<file path="src/rtl/dac_ctrl.sv">
// dac_ctrl: serial write controller for a 12-bit / 16-bit-frame SPI-style DAC.
// Latches {RS1,SPD,PWR,RS0,Code} on a start strobe and shifts it out MSB-first.
// Ports:
//   clk, rst_n (async, active-low)
//   i_DAC_en (start strobe), i_DAC_Code[11:0], i_DAC_RS[1:0], i_DAC_SPD, i_DAC_PWR
//   o_DAC_DIN, o_DAC_SCLK (idles high), o_DAC_CS (active low), o_DAC_Done (1-clk pulse)
// Option: define DAC_CTRL_BUSY_EN to add o_DAC_Busy (high during SHIFT and STOP).
module dac_ctrl #(
  parameter int SCLK_HALF = 2
) (
  input  logic        clk,
  input  logic        rst_n,
  input  logic        i_DAC_en,
  input  logic [11:0] i_DAC_Code,
  input  logic [1:0]  i_DAC_RS,
  input  logic        i_DAC_SPD,
  input  logic        i_DAC_PWR,
  output logic        o_DAC_DIN,
  output logic        o_DAC_SCLK,
  output logic        o_DAC_CS,
  output logic        o_DAC_Done
`ifdef DAC_CTRL_BUSY_EN
  ,
  output logic        o_DAC_Busy
`endif
);

  localparam int CW = (SCLK_HALF > 1) ? $clog2(SCLK_HALF) : 1;
  localparam logic [CW-1:0] LAST = CW'(SCLK_HALF - 1);

  typedef enum logic [1:0] {
    S_IDLE,
    S_SHIFT,
    S_STOP
  } state_t;

  state_t        r_state, w_state;
  logic [CW-1:0] r_cnt, w_cnt;
  logic [4:0]    r_phase, w_phase;
  logic [15:0]   r_word, w_word;
  logic          r_din, w_din;
  logic          r_sclk, w_sclk;
  logic          r_cs, w_cs;
  logic          r_done, w_done;
  logic          w_last;

  assign w_last = (r_cnt == LAST);

  always_ff @(posedge clk or negedge rst_n) begin
    if (!rst_n) begin
      r_state <= S_IDLE;
      r_cnt   <= '0;
      r_phase <= '0;
      r_word  <= '0;
      r_din   <= 1'b0;
      r_sclk  <= 1'b1;
      r_cs    <= 1'b1;
      r_done  <= 1'b0;
    end else begin
      r_state <= w_state;
      r_cnt   <= w_cnt;
      r_phase <= w_phase;
      r_word  <= w_word;
      r_din   <= w_din;
      r_sclk  <= w_sclk;
      r_cs    <= w_cs;
      r_done  <= w_done;
    end
  end

  always_comb begin
    w_state = r_state;
    w_cnt   = r_cnt;
    w_phase = r_phase;
    w_word  = r_word;
    w_din   = r_din;
    w_sclk  = r_sclk;
    w_cs    = r_cs;
    w_done  = 1'b0;
    unique case (r_state)
      S_IDLE: begin
        if (i_DAC_en) begin
          w_word  = {i_DAC_RS[1], i_DAC_SPD, i_DAC_PWR,
                     i_DAC_RS[0], i_DAC_Code};
          w_din   = i_DAC_RS[1];
          w_cs    = 1'b0;
          w_sclk  = 1'b1;
          w_cnt   = '0;
          w_phase = '0;
          w_state = S_SHIFT;
        end
      end
      S_SHIFT: begin
        if (w_last) begin
          w_cnt   = '0;
          w_phase = r_phase + 5'd1;
          // even phase = SCLK high, odd phase = SCLK low
          if (!r_phase[0]) begin
            w_sclk = 1'b0;
          end else begin
            w_sclk = 1'b1;
            if (r_phase == 5'd31) begin
              w_din   = 1'b0;
              w_state = S_STOP;
            end else begin
              // next bit goes out with the rising SCLK edge
              w_word = {r_word[14:0], 1'b0};
              w_din  = r_word[14];
            end
          end
        end else begin
          w_cnt = r_cnt + 1'b1;
        end
      end
      S_STOP: begin
        if (w_last) begin
          w_cnt   = '0;
          w_cs    = 1'b1;
          w_done  = 1'b1;
          w_state = S_IDLE;
        end else begin
          w_cnt = r_cnt + 1'b1;
        end
      end
      default: w_state = S_IDLE;
    endcase
  end

  assign o_DAC_DIN  = r_din;
  assign o_DAC_SCLK = r_sclk;
  assign o_DAC_CS   = r_cs;
  assign o_DAC_Done = r_done;
`ifdef DAC_CTRL_BUSY_EN
  assign o_DAC_Busy = (r_state != S_IDLE);
`endif

endmodule

</file>
<file path="config.mk">
export PLATFORM = sky130hd
export DESIGN_NAME = dac_ctrl
export DESIGN_NICKNAME = d
export VERILOG_FILES = /design/src/rtl/dac_ctrl.sv
export SDC_FILE = /design/constraint.sdc
export NUM_CORES = 1
export LEC_CHECK = 0
export ABC_CLOCK_PERIOD_IN_PS = 3200
export BUFFER_PORTS_ARGS = -buffer_cell sky130_fd_sc_hd__buf_2
export CAP_MARGIN = 0
export CORE_ASPECT_RATIO = 1.2
export CORE_MARGIN = 4
export CORE_UTILIZATION = 56
export DETAILED_ROUTE_END_ITERATION = 10
export GPL_TIMING_DRIVEN = 0
export PLACE_DENSITY = 0.84
export SKIP_CTS_REPAIR_TIMING = 1
export SYNTH_ARGS = -nofsm -noshare
export SYNTH_HDL_FRONTEND = slang
export SYNTH_SLANG_ARGS = --single-unit
</file>
<file path="constraint.sdc">
create_clock -name clk -period 3.2 [get_ports clk]
set_clock_uncertainty 0.2 [all_clocks]
set_input_delay 0.48 -clock clk [delete_from_list [all_inputs] [get_ports clk]]
set_output_delay 0.48 -clock clk [all_outputs]
set_load 0.05 [all_outputs]
</file>
==> results of run 1 <==
==> how the worst max path moves through the flow <==
stage / to / slack [ns]
2_1_floorplan: r_word[10] / 0.95
3_3_place_gp: r_word[6] / 0.74
3_5_place_dp: r_word[5] / 0.71
4_1_cts: r_word[5] / 0.68
5_1_grt: r_word[5] / 0.56
6_report: r_word[5] / 0.68
==> kinds of logic after synthesis <==
family | after synthesis | synth area share [%]
buffers and inverters | 15 | 4.75
DFF | 27 | 44.4
adders and majority gates | 6 | 4.91
muxes | 30 | 24.7
and+or+nand+nor | 31 | 11.0
AOI/OAI and AO/OA | 21 | 10.3
==> stage by stage <==
step	hold WS (ns)	total power [uW]
3_3_place_gp	0.264	1350
3_5_place_dp	0.278	1410
2_1_floorplan	-0.0156	1230
6_report	0.277	1540
5_1_grt	0.285	1670
4_1_cts	-0.0497	1550
==> power by group through the flow <==
| stage | Sequential [uW] | Clock, uW | Combinational, uW |
|---|---|---|---|
| 4_1_cts | 582 | 150 | 821 |
| 3_5_place_dp | 589 | 0 | 819 |
| 6_report | 583 | 146 | 815 |
| 2_1_floorplan | 593 | 0 | 640 |
| 3_3_place_gp | 575 | 0 | 774 |
| 5_1_grt | 600 | 167 | 902 |
==> cell type report <==
cell class | instances | area (um^2) | share of cell area (%)
Buffer | 6 | 38.8 | 2.26
Clock buffer | 3 | 22.5 | 1.31
Clock inverter | 1 | 5.00 | 0.292
Inverter | 9 | 33.8 | 1.97
Multi-Input combinational cell | 88 | 777 | 45.3
Sequential cell | 27 | 678 | 39.5
Tap cell | 33 | 41.3 | 2.41
Timing Repair Buffer | 23 | 120 | 7.00
==> synthesized netlist by cell type, types with 2 or more instances <==
cell type / instances
a21oi_1: 2
ha_1: 6
nor2b_1: 4
a22o_1: 3
o21ai_0: 4
nand3_1: 6
mux2_4: 10
nand2b_1: 2
mux2_1: 8
buf_2: 4
o22ai_1: 3
mux2_2: 10
dfstp_2: 2
inv_1: 8
or4_1: 2
dfrtp_1: 25
nand2_1: 10
==> critical path, delay by kind of cell (launching register included) <==
family / cells / cell delay, ns
flops: 1 / 0.49
fa+ha+maj: 2 / 0.49
simple gates: 2 / 0.41
mux: 1 / 0.32
compound gates: 1 / 0.28
buf+inv: 1 / 0.22
==> sequential cells by signal, indices dropped and copies added (netlist names) <==
signal      cells
r_state         2
o_DAC_DIN       1
r_word         15
r_phase         5
o_DAC_Done      1
r_cnt           1
o_DAC_SCLK      1
o_DAC_CS        1
==> cell usage in the layout (no fill, tap or decap), types with 2 or more instances in the layout <==
master / n
a21oi_1: 2
a22o_1: 3
buf_2: 26
clkbuf_4: 3
dfrtp_1: 25
dfstp_2: 2
ha_1: 6
inv_1: 8
mux2_1: 8
mux2_2: 10
mux2_4: 10
nand2_1: 10
nand2b_1: 2
nand3_1: 6
nor2b_1: 4
o21ai_0: 4
o22ai_1: 3
or4_1: 2
==> layer usage <==
| layer | vias up | part of all wire (%) | GRT usage [%] |
|---|---|---|---|
| li1 | 527 | - | - |
| met1 | 552 | 39 | 22.1 |
| met2 | 31 | 55 | 37.1 |
| met3 | 12 | 3.5 | 2.36 |
| met4 | 0 | 2.6 | 8.21 |
| met5 | - | 0 | 0 |
==> metrics.md, run 1 <==
| Metric | Value |
|---|---|
| Outcome | finished clean |
| Fraction of layout cells with a size suffix above 1 | 36.3% |
| PD cells | 900 nW/um^2 |
| GP Congestion | 0.790 |
| Cell mode on critical path | ha_1 |
| Largest net degree at the start of global routing | 28 |
| H-tree depth | 1 |
| Die Span Y | 65.2 um |
| Mapped Avg Cell Area | 11.8 um^2 |
| Final instance area | 1720 um^2 |
| Final Hold Viols | 0 |
| Max incr delay on CP | 0.49 ns |
| Reg2Reg Depth | 7 |
| Clock tree sinks | 27 |
| Unique masters post-synth | 38 |
| Vias/cell | 5.91 |
| Number of core rows | 20 |
| Cts bufs inserted | 3 |
| RR Startpoint | r_phase[0] |
| Worst Tran Pin Value | 0.603 ns |
| Fillers | 213 |
| Antenna cell count | 0 |
| CTS clk-pin slew, worst paths | 0.15 ns |
| Vias in the first global route | 1245 |
| Clock Power Share | 9.5% |
| Top Ports | 23 |
| Final setup vio count | 0 |
| CORE AREA | 2580 um^2 |
| Part of the cycle the worst path needs | 78.8% |
| Area growth syn-to-layout | 12.4% |
| CP Cell Sequence | ha_1 > and3_1 > ha_1 > nand3b_1 > a21oi_4 > buf_6 > mux2_4 |
| Hold path start | i_DAC_Code[2] |
| Top-area cell type share of the netlist area | 41.0% |
| Post-DP Area | 1680 um^2 |
| Beginning of the critical path | r_phase[0] |
| Fin nets | 183 |
| Slowest-stage cell, CP | dfrtp_1 |
| Max Clk Rate | 0.396 GHz |
| Hold path cells | 3 |
| Leak Pwr | 0.000811 uW |
| Clk_lat worst skew | 0.33 ns |
| Finished Layout Cells | 190 |
| Post-synthesis instance total | 130 |
| Final Util | 66.6% |
| RR Endpoint | r_word[5] |
| Comb pwr share | 52.8% |
| YS warnings | 0 |
| Internal power | 966 uW |
| Worst hold path type | in2reg |
| Die Area | 3630 um^2 |
| Slew headroom | 59.8% |
| Syn Nets | 155 |
| Sequential fraction of the synthesis area | 44.4% |
| Residual DRC count | 0 |
| Kind of end point of the critical path | flip-flop |
| Clock root buffer | clkbuf_4 |
| First-pass GRT wire length | 5640 um |
| Sw power | 579 uW |
| Crit Path Max Fanout | 10 |
| Slew Viols, Final | 0 |
| Synth area leaders | dfrtp_1, mux2_4, mux2_2, mux2_1, ha_1 |
| Mapped Area | 1530 um^2 |
| Top FF cell, synth | dfrtp_1 |
| Flop pwr share | 37.8% |
| Grt total ovfl | 0 |
| CP Data Required Time | 3.22 ns |
| #FFs+latches synth | 27 |
| CTS tree | built |
| Post-DRT Antenna Nets | 0 |
| Startpoint Class | flip-flop |
| Hold EP | r_word[2] |
| Final setup TNS | 0 ns |
| Die W | 55.7 um |
| Pre-CTS WS | 0.714 ns |
| Synth area leader | dfrtp_1 |
| Routed length per instance | 16.3 um |
| First drt pass iteration count | 4 |
| CP Class | reg2reg |
| Port buffer count | 22 |
| Post-DP HPWL | 2380 um |
| Fin crit period | 2.52 ns |
| All-layer global routing usage | 19.6% |
| DP Cell Count | 185 |
| Fin worst setup slack | 0.678 ns |
| 1st-iter DRT viols | 50 |
| RSZ-0062 raised after global routing | false |
| R2R setup slack | 0.68 ns |
| Maximum VDD drop | 507 uV |
| Final wirelength | 3110 um |
| Max-cap violations | 0 |
| Net switching share of the total power | 37.5% |
| EDFF count, synth | 0 |
| Max Buffers Root-to-Sink | 2 |
| Arr. time, crit path | 2.54 ns |
| Initial antenna violation count | 0 |
| Share of async-settable or async-resettable flops after synthesis | 100% |
| Initial core utilization | 59.3% |
| DR vias | 1122 |
Note: power is estimated with default switching activity, not from simulation.
==> run 2, diff against run 1 <==
- ABC_CLOCK_PERIOD_IN_PS: 3200 -> 2450
- clock period: 3.2 -> 2.45 ns (I/O delays scaled with it)
==> run 2 against run 1 <==
Setup slack worse by 0.60 ns. Cell count increased by 1.6%. Total power grew 33%. Highest routed layer unchanged. Clock-buffer cell count is the same. Non-clock buffer count rose by 3. First-iteration DRC count is 14% lower. Largest power group unchanged. Critical endpoint unchanged. Clock power rose by 32%. Routed wire length grew 1.2%. Sequential share of layout area down 0.47 points.
==> metrics.md, run 2 (same netlist as run 1, synthesis figures left out) <==
| Metric | Value |
|---|---|
| Outcome | finished clean (unchanged) |
| Beginning of the critical path | r_phase[0] (unchanged) |
| CTS tree | built (unchanged) |
| Final wirelength | 3140 um (was 3110 um) |
| Worst hold path type | in2reg (unchanged) |
| H-tree depth | 1 (unchanged) |
| Crit Path Max Fanout | 10 (unchanged) |
| Worst setup endpoint | r_word[5] (unchanged) |
| DR vias | 1121 (was 1122) |
| Area growth syn-to-layout | 13.9% (was 12.4%) |
| Die Span Y | 65.2 um (unchanged) |
| Fin nets | 186 (was 183) |
| Largest net degree at the start of global routing | 28 (unchanged) |
| GP Congestion | 0.790 (unchanged) |
| Fin crit period | 2.37 ns (was 2.52 ns) |
| Final Hold Viols | 0 (unchanged) |
| Final instance area | 1740 um^2 (was 1720 um^2) |
| Vias/cell | 5.81 (was 5.91) |
| RR Startpoint | r_phase[0] (unchanged) |
| Vias in the first global route | 1245 (unchanged) |
| Leak Pwr | 0.000825 uW (was 0.000811 uW) |
| Worst Tran Pin Value | 0.577 ns (was 0.603 ns) |
| Die W | 55.7 um (unchanged) |
| Most frequent cells in the layout | buf_2, dfrtp_1, nand2_1, mux2_2, mux2_4 (unchanged) |
| CP Class | reg2reg (unchanged) |
| Kind of end point of the critical path | flip-flop (unchanged) |
| Commonest non-fill, non-tap cell in the layout | buf_2 (unchanged) |
| Fraction of layout cells with a size suffix above 1 | 38.1% (was 36.3%) |
| Pre-CTS WS | -0.0356 ns (was 0.714 ns) |
| Reg with most FFs | r_word (unchanged) |
| Final setup vio count | 0 (unchanged) |
| First-pass GRT wire length | 5640 um (unchanged) |
| R2R setup slack | 0.08 ns (was 0.68 ns) |
| Maximum VDD drop | 686 uV (was 507 uV) |
| Cts bufs inserted | 3 (unchanged) |
| CP Data Required Time | 2.47 ns (was 3.22 ns) |
| Routed length per instance | 16.3 um (about the same) |
| Number of core rows | 20 (unchanged) |
| Slew Viols, Final | 0 (unchanged) |
| Residual DRC count | 0 (unchanged) |
| Fin worst setup slack | 0.0759 ns (was 0.678 ns) |
| Max-cap violations | 0 (unchanged) |
| Die Area | 3630 um^2 (unchanged) |
| Port buffer count | 22 (unchanged) |
| Fillers | 209 (was 213) |
| Startpoint Class | flip-flop (unchanged) |
| Post-DP HPWL | 2380 um (unchanged) |
| Reg2Reg Depth | 7 (unchanged) |
| Clock root buffer | clkbuf_4 (unchanged) |
| Antenna cell count | 0 (unchanged) |
| Post-DRT Antenna Nets | 0 (unchanged) |
| Register area | 679 um^2 (was 678 um^2) |
| PD cells | 1180 nW/um^2 (was 900 nW/um^2) |
| Hold_ws | 0.162 ns (was 0.277 ns) |
| Initial antenna violation count | 0 (unchanged) |
| Final setup TNS | 0 ns (unchanged) |
| Area occupied by multi-input gates | 777 um^2 (unchanged) |
| Max reg flops | 15 (unchanged) |
| Top Ports | 23 (unchanged) |
| Slew headroom | 60.8% (was 59.8%) |
| Max Clk Rate | 0.421 GHz (was 0.396 GHz) |
| Arr. time, crit path | 2.39 ns (was 2.54 ns) |
| Grt total ovfl | 0 (unchanged) |
| 1st-iter DRT viols | 43 (was 50) |
| RR Endpoint | r_word[5] (unchanged) |
| All-layer global routing usage | 19.6% (unchanged) |
| Initial core utilization | 59.3% (unchanged) |
| Clk_lat worst skew | 0.33 ns (about the same) |
| Largest registers | r_word (15), r_phase (5), r_state (2) (unchanged) |
| Part of the cycle the worst path needs | 96.9% (was 78.8%) |
| Post-DP Area | 1680 um^2 (unchanged) |
| First drt pass iteration count | 4 (unchanged) |
| Clock tree sinks | 27 (unchanged) |
| Max Buffers Root-to-Sink | 2 (unchanged) |
| CORE AREA | 2580 um^2 (unchanged) |
| CTS clk-pin slew, worst paths | 0.15 ns (about the same) |
run 2: cell count changes in the layout (fill, tap and decap cells not counted), sizes merged:
cell / before / now
buf: 28 / 31
run 2: power breakdown:
part | switching (uW) | internal, uW | total (uW)
clock | 132 | 61.2 | 193
combinational | 510 | 599 | 1110
sequential | 125 | 634 | 759
run 2: worst min path at each step:
stage / from / to / slack [ns] / depth (start not counted)
after floorplan: rst_n / o_DAC_DIN / -0.13 / 0
after global placement: rst_n / r_phase[3] / 0.20 / 1
after detailed placement: rst_n / r_phase[3] / 0.21 / 1
after CTS: rst_n / r_phase[4] / -0.16 / 1
after global routing: i_DAC_Code[2] / r_word[2] / 0.17 / 3
final: i_DAC_Code[2] / r_word[2] / 0.16 / 3
run 2: routing by layer:
| layer | routed length (um) | global-route usage [%] | up-vias |
|---|---|---|---|
| li1 | - | - | 529 |
| met1 | 1200 | 22.1 | 547 |
| met2 | 1740 | 37.1 | 31 |
| met3 | 112 | 2.36 | 14 |
| met4 | 93 | 8.21 | 0 |
| met5 | 0 | 0 | - |
run 2: critical path, stage by stage (launching register included):
cell      delay (ns)
dfrtp_2         0.47
ha_1            0.23
and3_1          0.16
ha_1            0.25
nand3b_1        0.25
a21oi_4         0.19
buf_6           0.20
mux2_4          0.32
run 2: final cells by class:
type / instances / share of cell area [%]
flip-flops and latches: 27 / 39.0
clock buffers: 3 / 1.29
repair buffers: 26 / 8.20
inverters: 9 / 1.94
well taps: 33 / 2.37
plain buffers: 6 / 2.23
clock inverters: 1 / 0.288
multi-input cells: 88 / 44.6
run 2: through the flow:
step | utilization [%] | std cells | total power, uW
final | 67.5 | 193 | 2060
after global routing | 67.5 | 193 | 2220
after CTS | 66.2 | 189 | 2030
after detailed placement | 65.1 | 185 | 1840
after global placement | 65.1 | 185 | 1760
after floorplan | - | 130 | 1610
==> run 3, diff against run 2 <==
- ABC_CLOCK_PERIOD_IN_PS: 2450 -> 2160
- CORE_UTILIZATION: 56 -> 50
- PLACE_DENSITY: 0.84 -> 0.79
- SLEW_MARGIN: not set -> 20
- clock period: 2.45 -> 2.16 ns (I/O delays scaled with it)
==> run 3 against run 2 <==
Critical endpoint is now r_word[8]. Register-to-register slack got worse by 0.18 ns. The flow now finishes with violations (negative setup slack). Worst hold slack got worse by 0.032 ns. Utilization fell by 3.0 points. Via count fell by 0.80%. Clock-buffer cell count rose by 1. Flip-flop and latch count did not move. Routed wire length fell by 1.2%. Largest power group unchanged.
==> metrics.md, run 3 (same netlist as run 1, synthesis figures left out) <==
| Metric | Value |
|---|---|
| Outcome | finished, violations left (was finished clean) |
| Failing checks | negative setup slack |
| Tot Pwr | 2500 uW (was 2060 uW) |
| Hold EP | r_word[3] (was r_word[2]) |
| CP Data Required Time | 2.19 ns (was 2.47 ns) |
| Comb pwr share | 56.8% (was 53.8%) |
| Final setup vio count | 14 (was 0) |
| Antenna cell count | 0 (unchanged) |
| Final Hold Viols | 0 (unchanged) |
| Sw power | 896 uW (was 767 uW) |
| Clk_lat worst skew | 0.33 ns (about the same) |
| Part of the cycle the worst path needs | 105% (was 96.9%) |
| RR Endpoint | r_word[8] (was r_word[5]) |
| Reg2Reg Depth | 7 (unchanged) |
| Startpoint Class | flip-flop (unchanged) |
| GR peak layer | met2 (unchanged) |
| Pre-CTS WS | -0.207 ns (was -0.0356 ns) |
| Met2 GRT Util | 30.7% (was 37.1%) |
| Die Span Y | 68.6 um (was 65.2 um) |
| RSZ-0062 raised after global routing | true |
| CTS clk-pin slew, worst paths | 0.14 ns (was 0.15 ns) |
| Cts bufs inserted | 3 (unchanged) |
| CP Class | reg2reg (unchanged) |
| PD cells | 1350 nW/um^2 (was 1180 nW/um^2) |
| GP Congestion | 0.776 (was 0.790) |
| Reg with most FFs | r_word (unchanged) |
| Fin nets | 189 (was 186) |
| RR Startpoint | r_phase[0] (unchanged) |
| Grt total ovfl | 0 (unchanged) |
| Top Ports | 23 (unchanged) |
| Initial antenna violation count | 0 (unchanged) |
| Kind of end point of the critical path | flip-flop (unchanged) |
| Final setup TNS | -1.02 ns (was 0 ns) |
| Port buffer count | 22 (unchanged) |
| Area growth syn-to-layout | 21.0% (was 13.9%) |
| Clock tree sinks | 27 (unchanged) |
| Die Area | 4010 um^2 (was 3630 um^2) |
| Largest net degree at the start of global routing | 28 (unchanged) |
| Routed length per instance | 15.8 um (was 16.3 um) |
| Max Clk Rate | 0.442 GHz (was 0.421 GHz) |
| Post-DP HPWL | 2170 um (was 2380 um) |
| Max reg flops | 15 (unchanged) |
| Net switching share of the total power | 35.8% (was 37.2%) |
| Arr. time, crit path | 2.29 ns (was 2.39 ns) |
| Slew headroom | 59.6% (was 60.8%) |
| GRT met1 Usage | 17.1% (was 22.1%) |
| First-pass GRT wire length | 4850 um (was 5640 um) |
| Leak Pwr | 0.000851 uW (was 0.000825 uW) |
| Initial core utilization | 53.3% (was 59.3%) |
| 1st-iter DRT viols | 35 (was 43) |
| CORE AREA | 2860 um^2 (was 2580 um^2) |
| Commonest non-fill, non-tap cell in the layout | buf_2 (unchanged) |
| Max Buffers Root-to-Sink | 2 (unchanged) |
| Maximum VDD drop | 827 uV (was 686 uV) |
| Hold_ws | 0.130 ns (was 0.162 ns) |
| Number of core rows | 21 (was 20) |
| Hold path cells | 3 (unchanged) |
| Residual DRC count | 0 (unchanged) |
| DP Cell Count | 186 (was 185) |
| All-layer global routing usage | 16.3% (was 19.6%) |
| Met3 Resource Use GR | 2.23% (was 2.36%) |
| Worst Tran Pin Value | 0.605 ns (was 0.577 ns) |
| Fin worst setup slack | -0.100 ns (was 0.0759 ns) |
| Internal power | 1610 uW (was 1290 uW) |
| Die W | 58.5 um (was 55.7 um) |
| Slew Viols, Final | 0 (unchanged) |
| Post-DRT Antenna Nets | 0 (unchanged) |
| Max-cap violations | 0 (unchanged) |
| Fin crit period | 2.26 ns (was 2.37 ns) |
| DR vias | 1112 (was 1121) |
| Vias/cell | 5.64 (was 5.81) |
| Crit Path Max Fanout | 5 (was 10) |
| Hold path start | i_DAC_Code[3] (was i_DAC_Code[2]) |
| Final wirelength | 3100 um (was 3140 um) |
| Most frequent cells in the layout | buf_2, dfrtp_1, mux2_4, nand2_1, mux2_2 (was buf_2, dfrtp_1, nand2_1, mux2_2, mux2_4) |
| Largest registers | r_word (15), r_phase (5), r_state (2) (unchanged) |
| Vias in the first global route | 1111 (was 1245) |
| Clock Power Share | 8.8% (was 9.4%) |
| Finished Layout Cells | 197 (was 193) |
| R2R setup slack | -0.10 ns (was 0.08 ns) |
| Fraction of layout cells with a size suffix above 1 | 42.9% (was 38.1%) |
| First drt pass iteration count | 4 (unchanged) |
| Worst hold path type | in2reg (unchanged) |
| Clock root buffer | clkbuf_4 (unchanged) |
| CTS tree | built (unchanged) |
| Flop pwr share | 34.4% (was 36.8%) |
| H-tree depth | 1 (unchanged) |
==> run 3: cell count changes in the layout (fill, tap and decap cells not counted), sizes merged <==
cell / previous run / this run
clkbuf: 3 / 6
buf: 31 / 32
clkinv: 1 / 0
==> run 3: how the worst max path moves through the flow <==
stage | slack (ns) | cells past startpoint | end | startpoint
6_report | -0.10 | 7 | r_word[8] | r_phase[0]
5_1_grt | -0.14 | 7 | r_word[6] | r_phase[0]
4_1_cts | -0.23 | 7 | r_word[7] | r_phase[0]
3_5_place_dp | -0.21 | 7 | r_word[11] | r_phase[0]
3_3_place_gp | -0.18 | 7 | r_word[5] | r_phase[0]
2_1_floorplan | 0.002 | 7 | r_word[10] | r_phase[0]
==> run 3: area by class of cell <==
class	instances	area (um^2)
Sequential cell	27	679
Buffer	6	50.0
Tap cell	34	42.5
Timing Repair Buffer	29	186
Fill cell	230	1020
Clock buffer	4	26.3
Multi-Input combinational cell	88	830
Inverter	9	33.8
==> run 3: power groups by stage <==
| stage | sequential (uW) | combinational (uW) | clock, uW |
|---|---|---|---|
| floorplan | 879 | 949 | 0 |
| global placement | 853 | 1150 | 0 |
| detailed placement | 872 | 1200 | 0 |
| CTS | 862 | 1200 | 225 |
| global route | 887 | 1540 | 246 |
| finish | 862 | 1420 | 220 |
==> run 3: metal layers <==
metal  part of all wire (%)  routed length [um]
met1                     40                1230
met2                     55                1720
met3                    2.7                  84
met4                    2.1                  64
met5                      0                   0
==> run 3: critical path: stages, from the launching register on <==
cell and delay, ns:
dfrtp_2 0.46, ha_4 0.17, and3_4 0.15, ha_4 0.16, nand3b_1 0.22, a21oi_4 0.30
clkbuf_16 0.21, mux2_4 0.29
==> run 3: per-stage QoR <==
step / utilization (%) / area [um^2]
after floorplan: - / 1530
after global placement: 58.8 / 1690
after detailed placement: 58.8 / 1690
after CTS: 59.8 / 1710
after global routing: 64.5 / 1850
final: 64.5 / 1850
